==> config.mk <==
export PLATFORM = sky130hd
export DESIGN_NAME = rc4_xor_stage
export DESIGN_NICKNAME = d
export VERILOG_FILES = /design/src/rtl/rc4_xor_stage.sv
export SDC_FILE = /design/constraint.sdc
export NUM_CORES = 1
export LEC_CHECK = 0
export CAP_MARGIN = 20
export CORE_ASPECT_RATIO = 2
export CORE_UTILIZATION = 45
export DETAILED_ROUTE_END_ITERATION = 6
export PLACE_DENSITY = 0.59
export SKIP_LAST_GASP = 1
export SLEW_MARGIN = 10
export SYNTH_ARGS = -nofsm -noshare
export SYNTH_HDL_FRONTEND = slang
export SYNTH_SLANG_ARGS = --single-unit
==> constraint.sdc <==
create_clock -name clk -period 4.15 [get_ports clk]
set_clock_uncertainty 0.05 [all_clocks]
set_input_delay 0.83 -clock clk [delete_from_list [all_inputs] [get_ports clk]]
set_output_delay 0.83 -clock clk [all_outputs]
set_load 0.03 [all_outputs]
==> src/rtl/rc4_xor_stage.sv <==
// rtl/rc4_xor_stage.sv - RC4 keystream FIFO and data XOR combiner with registered output
// Optional feature macro: RC4X_BYTE_COUNT_EN (adds byte_count output)
module rc4_xor_stage #(
  parameter int FIFO_DEPTH = 16,
  parameter int AW         = $clog2(FIFO_DEPTH)
) (
  input  logic          clk,
  input  logic          rst,
  input  logic          clear,
  input  logic          ks_valid,
  input  logic [7:0]    ks_byte,
  input  logic          din_valid,
  input  logic [7:0]    din,
  output logic          din_ready,
  output logic          dout_valid,
  output logic [7:0]    dout,
  input  logic          dout_ready,
  output logic [AW:0]   ks_level,
  output logic          ks_overflow
`ifdef RC4X_BYTE_COUNT_EN
  ,
  output logic [31:0]   byte_count
`endif
);

  typedef enum logic {
    ST_RUN  = 1'b0,
    ST_HALT = 1'b1
  } state_t;

  localparam logic [AW:0]   LVL_FULL = (AW+1)'(FIFO_DEPTH);
  localparam logic [AW:0]   LVL_ONE  = (AW+1)'(1);
  localparam logic [AW-1:0] PTR_ONE  = AW'(1);

  state_t            state_q;
  state_t            state_d;
  logic [7:0]        mem [FIFO_DEPTH];
  logic [AW-1:0]     wr_ptr;
  logic [AW-1:0]     rd_ptr;
  logic              fifo_full;
  logic              fifo_empty;
  logic              xfer;
  logic              push;
  logic              ovf_evt;

  assign fifo_full  = (ks_level == LVL_FULL);
  assign fifo_empty = (ks_level == '0);

  // The generator cannot be stalled, so a pop in the same cycle frees the slot for a full-FIFO push.
  assign xfer    = din_valid && din_ready;
  assign push    = ks_valid && (!fifo_full || xfer);
  assign ovf_evt = ks_valid && fifo_full && !xfer;

  always_ff @(posedge clk or posedge rst) begin
    if (rst) begin
      state_q <= ST_RUN;
    end else begin
      state_q <= state_d;
    end
  end

  always_comb begin
    state_d = state_q;
    if (clear) begin
      state_d = ST_RUN;
    end else begin
      case (state_q)
        ST_RUN:  if (ovf_evt) state_d = ST_HALT;
        ST_HALT: state_d = ST_HALT;
        default: state_d = ST_RUN;
      endcase
    end
  end

  always_comb begin
    din_ready = 1'b0;
    case (state_q)
      ST_RUN:  din_ready = !fifo_empty && (!dout_valid || dout_ready);
      ST_HALT: din_ready = 1'b0;
      default: din_ready = 1'b0;
    endcase
  end

  // Storage needs no reset; occupancy is tracked entirely by the pointers and level.
  always_ff @(posedge clk) begin
    if (push && !clear) begin
      mem[wr_ptr] <= ks_byte;
    end
  end

  always_ff @(posedge clk or posedge rst) begin
    if (rst) begin
      wr_ptr   <= '0;
      rd_ptr   <= '0;
      ks_level <= '0;
    end else if (clear) begin
      wr_ptr   <= '0;
      rd_ptr   <= '0;
      ks_level <= '0;
    end else begin
      if (push) begin
        wr_ptr <= wr_ptr + PTR_ONE;
      end
      if (xfer) begin
        rd_ptr <= rd_ptr + PTR_ONE;
      end
      case ({push, xfer})
        2'b10:   ks_level <= ks_level + LVL_ONE;
        2'b01:   ks_level <= ks_level - LVL_ONE;
        default: ks_level <= ks_level;
      endcase
    end
  end

  always_ff @(posedge clk or posedge rst) begin
    if (rst) begin
      ks_overflow <= 1'b0;
    end else if (clear) begin
      ks_overflow <= 1'b0;
    end else if (ovf_evt) begin
      ks_overflow <= 1'b1;
    end
  end

  always_ff @(posedge clk or posedge rst) begin
    if (rst) begin
      dout_valid <= 1'b0;
      dout       <= 8'h00;
    end else if (clear) begin
      dout_valid <= 1'b0;
    end else if (xfer) begin
      dout_valid <= 1'b1;
      dout       <= din ^ mem[rd_ptr];
    end else if (dout_ready) begin
      dout_valid <= 1'b0;
    end
  end

`ifdef RC4X_BYTE_COUNT_EN
  always_ff @(posedge clk or posedge rst) begin
    if (rst) begin
      byte_count <= 32'd0;
    end else if (clear) begin
      byte_count <= 32'd0;
    end else if (xfer && (state_q == ST_RUN)) begin
      byte_count <= byte_count + 32'd1;
    end
  end
`endif

endmodule

# After elaboration in Yosys (flattened, before gate mapping)
# Memory sizes are Yosys's and may differ from the RTL's.
# Index checks and enable logic that the tools add are counted.
# word_totals
register_bits	24
ramBits	128
out_inout_bits	16
wordCells	55
n_memories	1
# memory_table
memory	depth	word_bits	rd	rd_ports_with_merged_regs	wr	line	source
mem	16	8	1	0	1	37	logic [7:0] mem [FIFO_DEPTH];
# classes
addsub	4
eq_ne	3
n_mux	17
bitwise_logic	3
n_reduce_logical	20
# op_table
op	count
two-way mux 4 bit	4
one-hot mux 5 bit (2 select lines)	1
two-way mux 1 bit	9
adder 4 x 1 -> 4 bit (second input constant)	2
bitwise XOR 8 bit	1
logical AND 1 bit	6
nonzero test 2 bit	3
nonzero test 3 bit	2
adder 5 x 1 -> 5 bit (second input constant)	1
equality test 5 bit (second input constant)	1
logical NOT 1 bit	5
logical NOT 5 bit	1
two-way mux 5 bit	1
subtractor 5 x 1 -> 5 bit (second input constant)	1
one-hot mux 1 bit (2 select lines)	2
equality test 2 x 1 -> 1 bit (second input constant)	1
equality test 2 bit (second input constant)	1
logical OR 1 bit	2
inverter 1 bit	2
AND reduction 2 bit	1

# Longest topological paths before layout
# Gate-level depths: netlist of the first run.
# depth
word_depth	10
depth_mapped	10
ltp_nobuf	10

# Least setup slack after synthesis of the first run
# Ideal clock, no wire load.
# synth_path
path_kind	register to register
from	register ks_level[2]
to	register ks_level[4]
t_arrival_ns	2.750
setup_slack_ns	1.246
path_stages_with_launch	11
synth_period_minus_slack_ns	2.904
path_cell_list	dfrtp_1 -> or4_4 -> o2111ai_4 -> or2_2 -> inv_1 -> ha_1 -> nor2b_1 -> o21ai_0 -> and2_1 -> mux2i_1 -> a221oi_1
# synth_via
elab_chain_len	10
# synth_rtl
item	line	source
from (decl)	18	output logic [AW:0] ks_level,
from (signal assigned)	108	2'b10: ks_level <= ks_level + LVL_ONE;
from (signal assigned)	109	2'b01: ks_level <= ks_level - LVL_ONE;
from (signal assigned)	110	default: ks_level <= ks_level;
logical NOT 5 bit	47	assign fifo_empty = (ks_level == '0);
logical NOT 1 bit	78	ST_RUN: din_ready = !fifo_empty && (!dout_valid || dout_ready);
logical AND 1 bit	78	
one-hot mux 1 bit (2 select lines)	77	case (state_q)
logical AND 1 bit	50	assign xfer = din_valid && din_ready;
logical OR 1 bit	51	assign push = ks_valid && (!fifo_full || xfer);
logical AND 1 bit	51	
equality test 2 x 1 -> 1 bit / equality test 2 bit (equally long branches)	107	case ({push, xfer})
one-hot mux 5 bit (2 select lines)	107	
two-way mux 5 bit	96	end else if (clear) begin
# Several ways; a longest one is shown, not always the timed one.
# A chain may end at the register's enable or synchronous reset.

# Final worst setup path of the first run
# layout_path
from	input port dout_ready
to	output port din_ready
# layout_via
elab_chain_len	3
# layout_rtl
item	line	source
from (decl)	17	input logic dout_ready,
logical OR 1 bit	78	
logical AND 1 bit	78	
one-hot mux 1 bit (2 select lines)	77	
to (decl)	14	output logic din_ready,
# Every way passes these cells.

==> impl_metrics.yaml, run 1 <==
run_status:
  outcome: "complete, no violations"
clock_tree:
  clk_path_buf_depth: 2
  ctsHoldBuffers: 0
  cts_sinks: 152
  post-cts-setup-buffers: 0
  clk_latency_ns: 0.42
  cts_tree: "yes"
  htree_levels: 4
  clk_pin_slew_ns: 0.07
  ctsRootBufferMaster: "clkbuf_16"
  post_cts_resized: 0
  cts_buffers: 17
critical_path:
  startpoint: "dout_ready"
  reg2reg_from: "ks_level[2]$_DFFE_PP0P_"
  worst_r2r_endpoint: "ks_level[4]$_DFFE_PP0P_"
  rr_worst_depth: 10
  startpoint_type: "primary input"
  criticalPathCategory: "in -> out"
  crit_arrival_ns: 2.32
  cp_data_required_time_ns: 3.27
  worst-path-max-fanout: 7
  cp-end-kind: "primary output"
  ff2ff_setup_slack_ns: 1.05
timing:
  drv_slew: 0
  setup_viol_count_final: 0
  fmax_mhz: 312
  worstMarginPinSlew_ns: 0.908
  period_minus_slack_ns: 3.20
  rsz0062_at_grt: "false"
  timing.setup.tns_ns: 0
  finalCritPeriodShare: 0.772
  hold_violations: 0
  setup_ws_ns: 0.945
  timing.slew.headroom: 0.395
die:
  ios: 38
  placementRows: 61
  die_width_um: 86.0
  initial_core_util: 0.459
  die_h_um: 170
  die_area_mm2: 0.0146
  core_mm2: 0.0138
layout:
  num_antenna_cells: 0
  drive_above_1_share: 0.218
  final.fill_count: 1115
  multi_input_area_mm2: 0.00175
  synthToLayoutAreaGrowth_pct: 19.5
  postLayoutCellArea_mm2: 0.00758
  finalNetCount: 453
  seqCellArea_mm2: 0.00445
synthesis:
  synth-edff-count: 128
  async_reset_ff_frac: 0.158
  synth_top_cell_by_area: "edfxtp_1"
  synth_top_area_frac: 0.606
  synth.net_count: 397
  synth_area_per_cell_um2: 17.3
  syn_inst: 366
  ys_types: 49
  seq_area_frac_synth: 0.700
  yosys-top-cells-area: "edfxtp_1 61%, mux4_2 11%, dfrtp_1 9.5%"
  yosysWarnings: 0
  syn_area_mm2: 0.00634
  synth_ff_type: "edfxtp_1"
  synth-seq-cells: 152
detailed_routing:
  wl_per_cell_um: 21.2
  firstDrtPassIters: 4
  drt_iter0_markers: 142
  drc: 0
  drt-total-wl_mm: 13.3
  via_count: 3316
  via_per_inst: 5.31
  ant_nets: 0
job:
  drv_cap: 0
power:
  leakagePower_nw: 2.54
  p_switching_mw: 1.24
  powerDensity_mw_per_mm2: 563
  p_seq_frac: 0.431
  p_total_mw: 4.27
  ir_drop_mv: 0.284
  p_int_mw: 3.04
  combPwrFrac: 0.201
  power_frac_clock: 0.368
  switching_share: 0.289
place:
  hpwlAfterDp_mm: 9.35
  dp_slack_ns: 0.660
  routabilityCongestion: 0.821
  place_area_mm2: 0.00696
  port_buffers: 37
grt:
  grt_antenna_before_repair: 0
  grt_use_total: 0.200
  grt_pass1_wl_mm: 20.5
  grt_max_degree: 35
  grt_pass1_vias: 3524
  grt-ovfl-total: 0
worst_hold_path:
  min_to: "dout[4]$_DFFE_PP0P_"
  hp-class: "reg -> reg"
  holdPathStages: 2
  min_from: "dout[4]$_DFFE_PP0P_"
## final cells by class
type / instances / share of cell area
Sequential cell: 152 / 0.586
Timing Repair Buffer: 54 / 0.0683
Tap cell: 189 / 0.0312
Clock inverter: 15 / 0.0233
Inverter: 10 / 0.00495
Clock buffer: 17 / 0.0561
Multi-Input combinational cell: 187 / 0.230
## worst max-delay path, cell delays in order
cell	delay, ns
clkdlybuf4s50_1	0.42
nor2b_1	0.38
nor3_1	0.09
clkdlybuf4s50_1	0.61
## state kept, by name, summed over array words and instances, names as in the netlist
name,cells
ks_level,5
state_q,1
ks_overflow,1
wr_ptr,4
dout_valid,1
rd_ptr,4
dout,8
mem,128
## layout by cell type, fill, tap and decap left out, types with 5 or more instances in the layout
cell,instances
a21oi_1,20
o22ai_1,8
clkdlybuf4s50_1,37
nand2_1,13
buf_4,16
dfrtp_1,23
nor2_1,30
mux4_2,32
ha_1,8
xnor2_1,11
xor2_1,5
clkbuf_16,17
edfxtp_1,128
o21ai_0,7
mux2i_1,10
inv_6,7
inv_1,10
## per-layer routing
layer / global-route usage / vias to the layer above / wire, um
li1: - / 1524 / -
met2: 0.378 / 58 / 7930
met4: 0.0906 / 0 / 275
met5: 0 / - / 0
met1: 0.204 / 1721 / 4750
met3: 0.0422 / 13 / 300
## cells in the mapped netlist (3+ instances only)
| cell type | n |
|---|---|
| mux2i_1 | 10 |
| edfxtp_1 | 128 |
| o22ai_1 | 8 |
| or2_2 | 3 |
| dfrtp_1 | 24 |
| mux4_2 | 32 |
| xnor2_1 | 11 |
| o21ai_0 | 7 |
| clkbuf_1 | 5 |
| buf_2 | 3 |
| nand2_1 | 13 |
| ha_1 | 8 |
| xor2_1 | 5 |
| nand3_1 | 3 |
| a21oi_1 | 20 |
| nor2b_1 | 4 |
| nor2_1 | 30 |
| inv_1 | 10 |
| buf_4 | 5 |
| nand2b_1 | 3 |
## kinds of logic after synthesis
logic type	count (synthesis)	share of synthesized area
fa+ha+maj	9	0.0189
buf+inv	27	0.0245
mux	43	0.131
compound gates	48	0.0479
simple gates	71	0.0550
xor+xnor	16	0.0221
flops	152	0.700
## worst max-delay path by stage
stage,endpoint,cells after the start
CTS,din_ready,4
finish,din_ready,4
detailed placement,ks_level[4]$_DFFE_PP0P_,11
global placement,ks_level[4]$_DFFE_PP0P_,11
floorplan,ks_level[4]$_DFFE_PP0P_,10
global route,ks_level[4]$_DFFE_PP0P_,10
## stage by stage
| step | hold WS (ns) | utilization | std cells |
|---|---|---|---|
| after global placement | 0.416 | 0.503 | 591 |
| after detailed placement | 0.417 | 0.503 | 591 |
| after CTS | 0.433 | 0.547 | 623 |
| after floorplan | 0.501 | - | 366 |
| final | 0.427 | 0.549 | 624 |
| after global routing | 0.459 | 0.549 | 624 |
## power by group through the flow
| stage | clock network (mW) | logic [mW] | registers [mW] |
|---|---|---|---|
| after floorplan | 0 | 0.493 | 1.94 |
| after global placement | 0 | 0.848 | 1.87 |
| after detailed placement | 0 | 0.865 | 1.88 |
| after CTS | 1.60 | 0.868 | 1.84 |
| after global routing | 1.65 | 0.936 | 1.86 |
| final | 1.57 | 0.859 | 1.84 |
Note: power is estimated with default switching activity, not from simulation.
==> run 2: changes to the inputs <==
- clock period: 4.15 -> 3.2 ns (I/O delays scaled with it)
==> run 2 against run 1 <==
  * Worst hold slack better by 0.0048 ns
  * Wire length is 1.3% lower
  * Flip-flop and latch count stayed put
  * Utilization is 0.28 points higher
  * Via count is 3.3% higher
  * Largest cell class unchanged
  * Global-route usage is 0.14 points lower
  * Sequential power is 28% higher
  * Clock power is 24% higher
  * Combinational power is 36% higher
==> impl_metrics.yaml, run 2 (same netlist as run 1, synthesis figures left out) <==
run_status:
  outcome: "complete, no violations"
grt:
  grt_max_degree: 35
  grt_use_total: 0.198
  grt_antenna_before_repair: 0
  grt_pass1_wl_mm: 20.7
  grt_pass1_vias: 3707
  grt-ovfl-total: 0
die:
  die_area_mm2: 0.0146
  die_width_um: 86.0
  die_h_um: 170
  placementRows: 61
  ios: 38
  initial_core_util: 0.459
  core_mm2: 0.0138
critical_path:
  criticalPathCategory: "reg -> reg"
  cp-end-kind: "register"
  cp_num_cells: 10
  cp_top_family: "simple AND/OR/NAND/NOR gates"
  cp_data_required_time_ns: 3.47
  crit_chain: "or4_4, o2111ai_4, or2_2, inv_1, ha_1, nor2b_1, o21ai_0, and2_1, mux2i_1, a221oi_1"
  cpMaxStageDelayCell: "or4_4"
  startpoint_type: "register"
  cp_num_buf_inv: 1
  crit_path_max_incr_delay_ns: 0.59
  rr_worst_depth: 10
  worst-path-max-fanout: 5
  crit_arrival_ns: 3.19
timing:
  timing.setup.tns_ns: 0
  finalCritPeriodShare: 0.913
  worstMarginPinSlew_ns: 0.879
  hold_violations: 0
  timing.slew.headroom: 0.414
  fmax_mhz: 342
  setup_viol_count_final: 0
  period_minus_slack_ns: 2.92
  drv_slew: 0
  rsz0062_at_grt: "false"
clock_tree:
  cts_buffers: 17
  cts_tree: "yes"
  ctsRootBufferMaster: "clkbuf_16"
  ctsHoldBuffers: 0
  post-cts-setup-buffers: 0
  htree_levels: 4
  post_cts_resized: 0
  clk_pin_slew_ns: 0.07
  cts_sinks: 152
  clk_latency_ns: 0.41
  clk_path_buf_depth: 2
layout:
  layout.cells.most_common: "edfxtp_1"
  synthToLayoutAreaGrowth_pct: 20.2
  drive_above_1_share: 0.234
  finalNetCount: 462
  mostFrequentLayoutCells: "128 x edfxtp_1, 37 x clkdlybuf4s50_1, 32 x mux4_2"
  largest_register_ffs: 128
  final_core_util: 0.552
  top_regs: "mem (128), dout (8), ks_level (5)"
  largest_register: "mem"
  num_antenna_cells: 0
  final.fill_count: 1130
detailed_routing:
  drc: 0
  firstDrtPassIters: 4
  drt_iter0_markers: 205
  wl_per_cell_um: 20.7
  ant_nets: 0
  drt-total-wl_mm: 13.1
  via_count: 3425
  via_per_inst: 5.41
power:
  p_total_mw: 5.48
  leakagePower_nw: 2.57
  powerDensity_mw_per_mm2: 718
  ir_drop_mv: 0.402
place:
  routabilityCongestion: 0.752
  hpwlAfterDp_mm: 9.03
  port_buffers: 37
worst_hold_path:
  holdPathStages: 2
  hp-class: "reg -> reg"
job:
  drv_cap: 0
run 2: changes by cell type in the layout (fill, tap and decap cells not counted), sizes merged:
cell / change
clkinv: +1
buf: +9
inv: -1
clkinvlp: +1
bufinv: -1
run 2: through the flow:
step                      hold slack (ns)  setup slack, ns  std cells  area [um^2]
after floorplan                     0.501            0.296        366         6340
after global placement              0.415           0.0554        601         7040
after detailed placement            0.419         -0.00326        601         7040
after CTS                           0.435            0.254        633         7620
after global routing                0.465           0.0524        633         7620
final                               0.432            0.279        633         7620
run 2: worst paths after layout:
| path | slack, ns | startpoint | endpoint |
|---|---|---|---|
| max in group asynchronous | 2.30 | rst | rd_ptr[3]$_DFFE_PP0P_ |
| worst min register to register | 0.43 | dout[4]$_DFFE_PP0P_ | dout[4]$_DFFE_PP0P_ |
| worst max register to register | 0.28 | ks_level[3]$_DFFE_PP0P_ | ks_level[4]$_DFFE_PP0P_ |
| min in group asynchronous | 0.52 | rst | rd_ptr[2]$_DFFE_PP0P_ |
| worst max-delay path | 0.28 | ks_level[3]$_DFFE_PP0P_ | ks_level[4]$_DFFE_PP0P_ |
| worst min-delay path | 0.43 | dout[4]$_DFFE_PP0P_ | dout[4]$_DFFE_PP0P_ |
run 2: power breakdown:
group / switching, mW / internal, mW
sequential: 0.101 / 2.25
clock: 0.851 / 1.10
combinational: 0.652 / 0.519
run 2: metal layers:
metal  wire length [um]  vias to the layer above  share of wire  GRT usage
met4                304                        0          0.023     0.0775
met5                  0                        -              0          0
li1                   -                     1545              -          -
met1               4620                     1773           0.35      0.206
met2               7770                       83           0.59      0.380
met3                397                       24          0.030     0.0393
run 2: layout make-up:
class,instances,area (um^2),share of cell area
Inverter,10,37.5,0.00492
Multi-Input combinational cell,187,1750,0.229
Tap cell,189,236,0.0310
Clock buffer,17,425,0.0558
Clock inverter,15,155,0.0204
Sequential cell,152,4450,0.583
Timing Repair Buffer,63,578,0.0758
run 2: worst register-to-register path, cell delays in order (launching register included):
cell and delay (ns):
dfrtp_1 0.46, or4_4 0.59, o2111ai_4 0.21, or2_2 0.16
inv_1 0.07, ha_1 0.31, nor2b_1 0.16, o21ai_0 0.26
and2_1 0.21, mux2i_1 0.09, a221oi_1 0.26
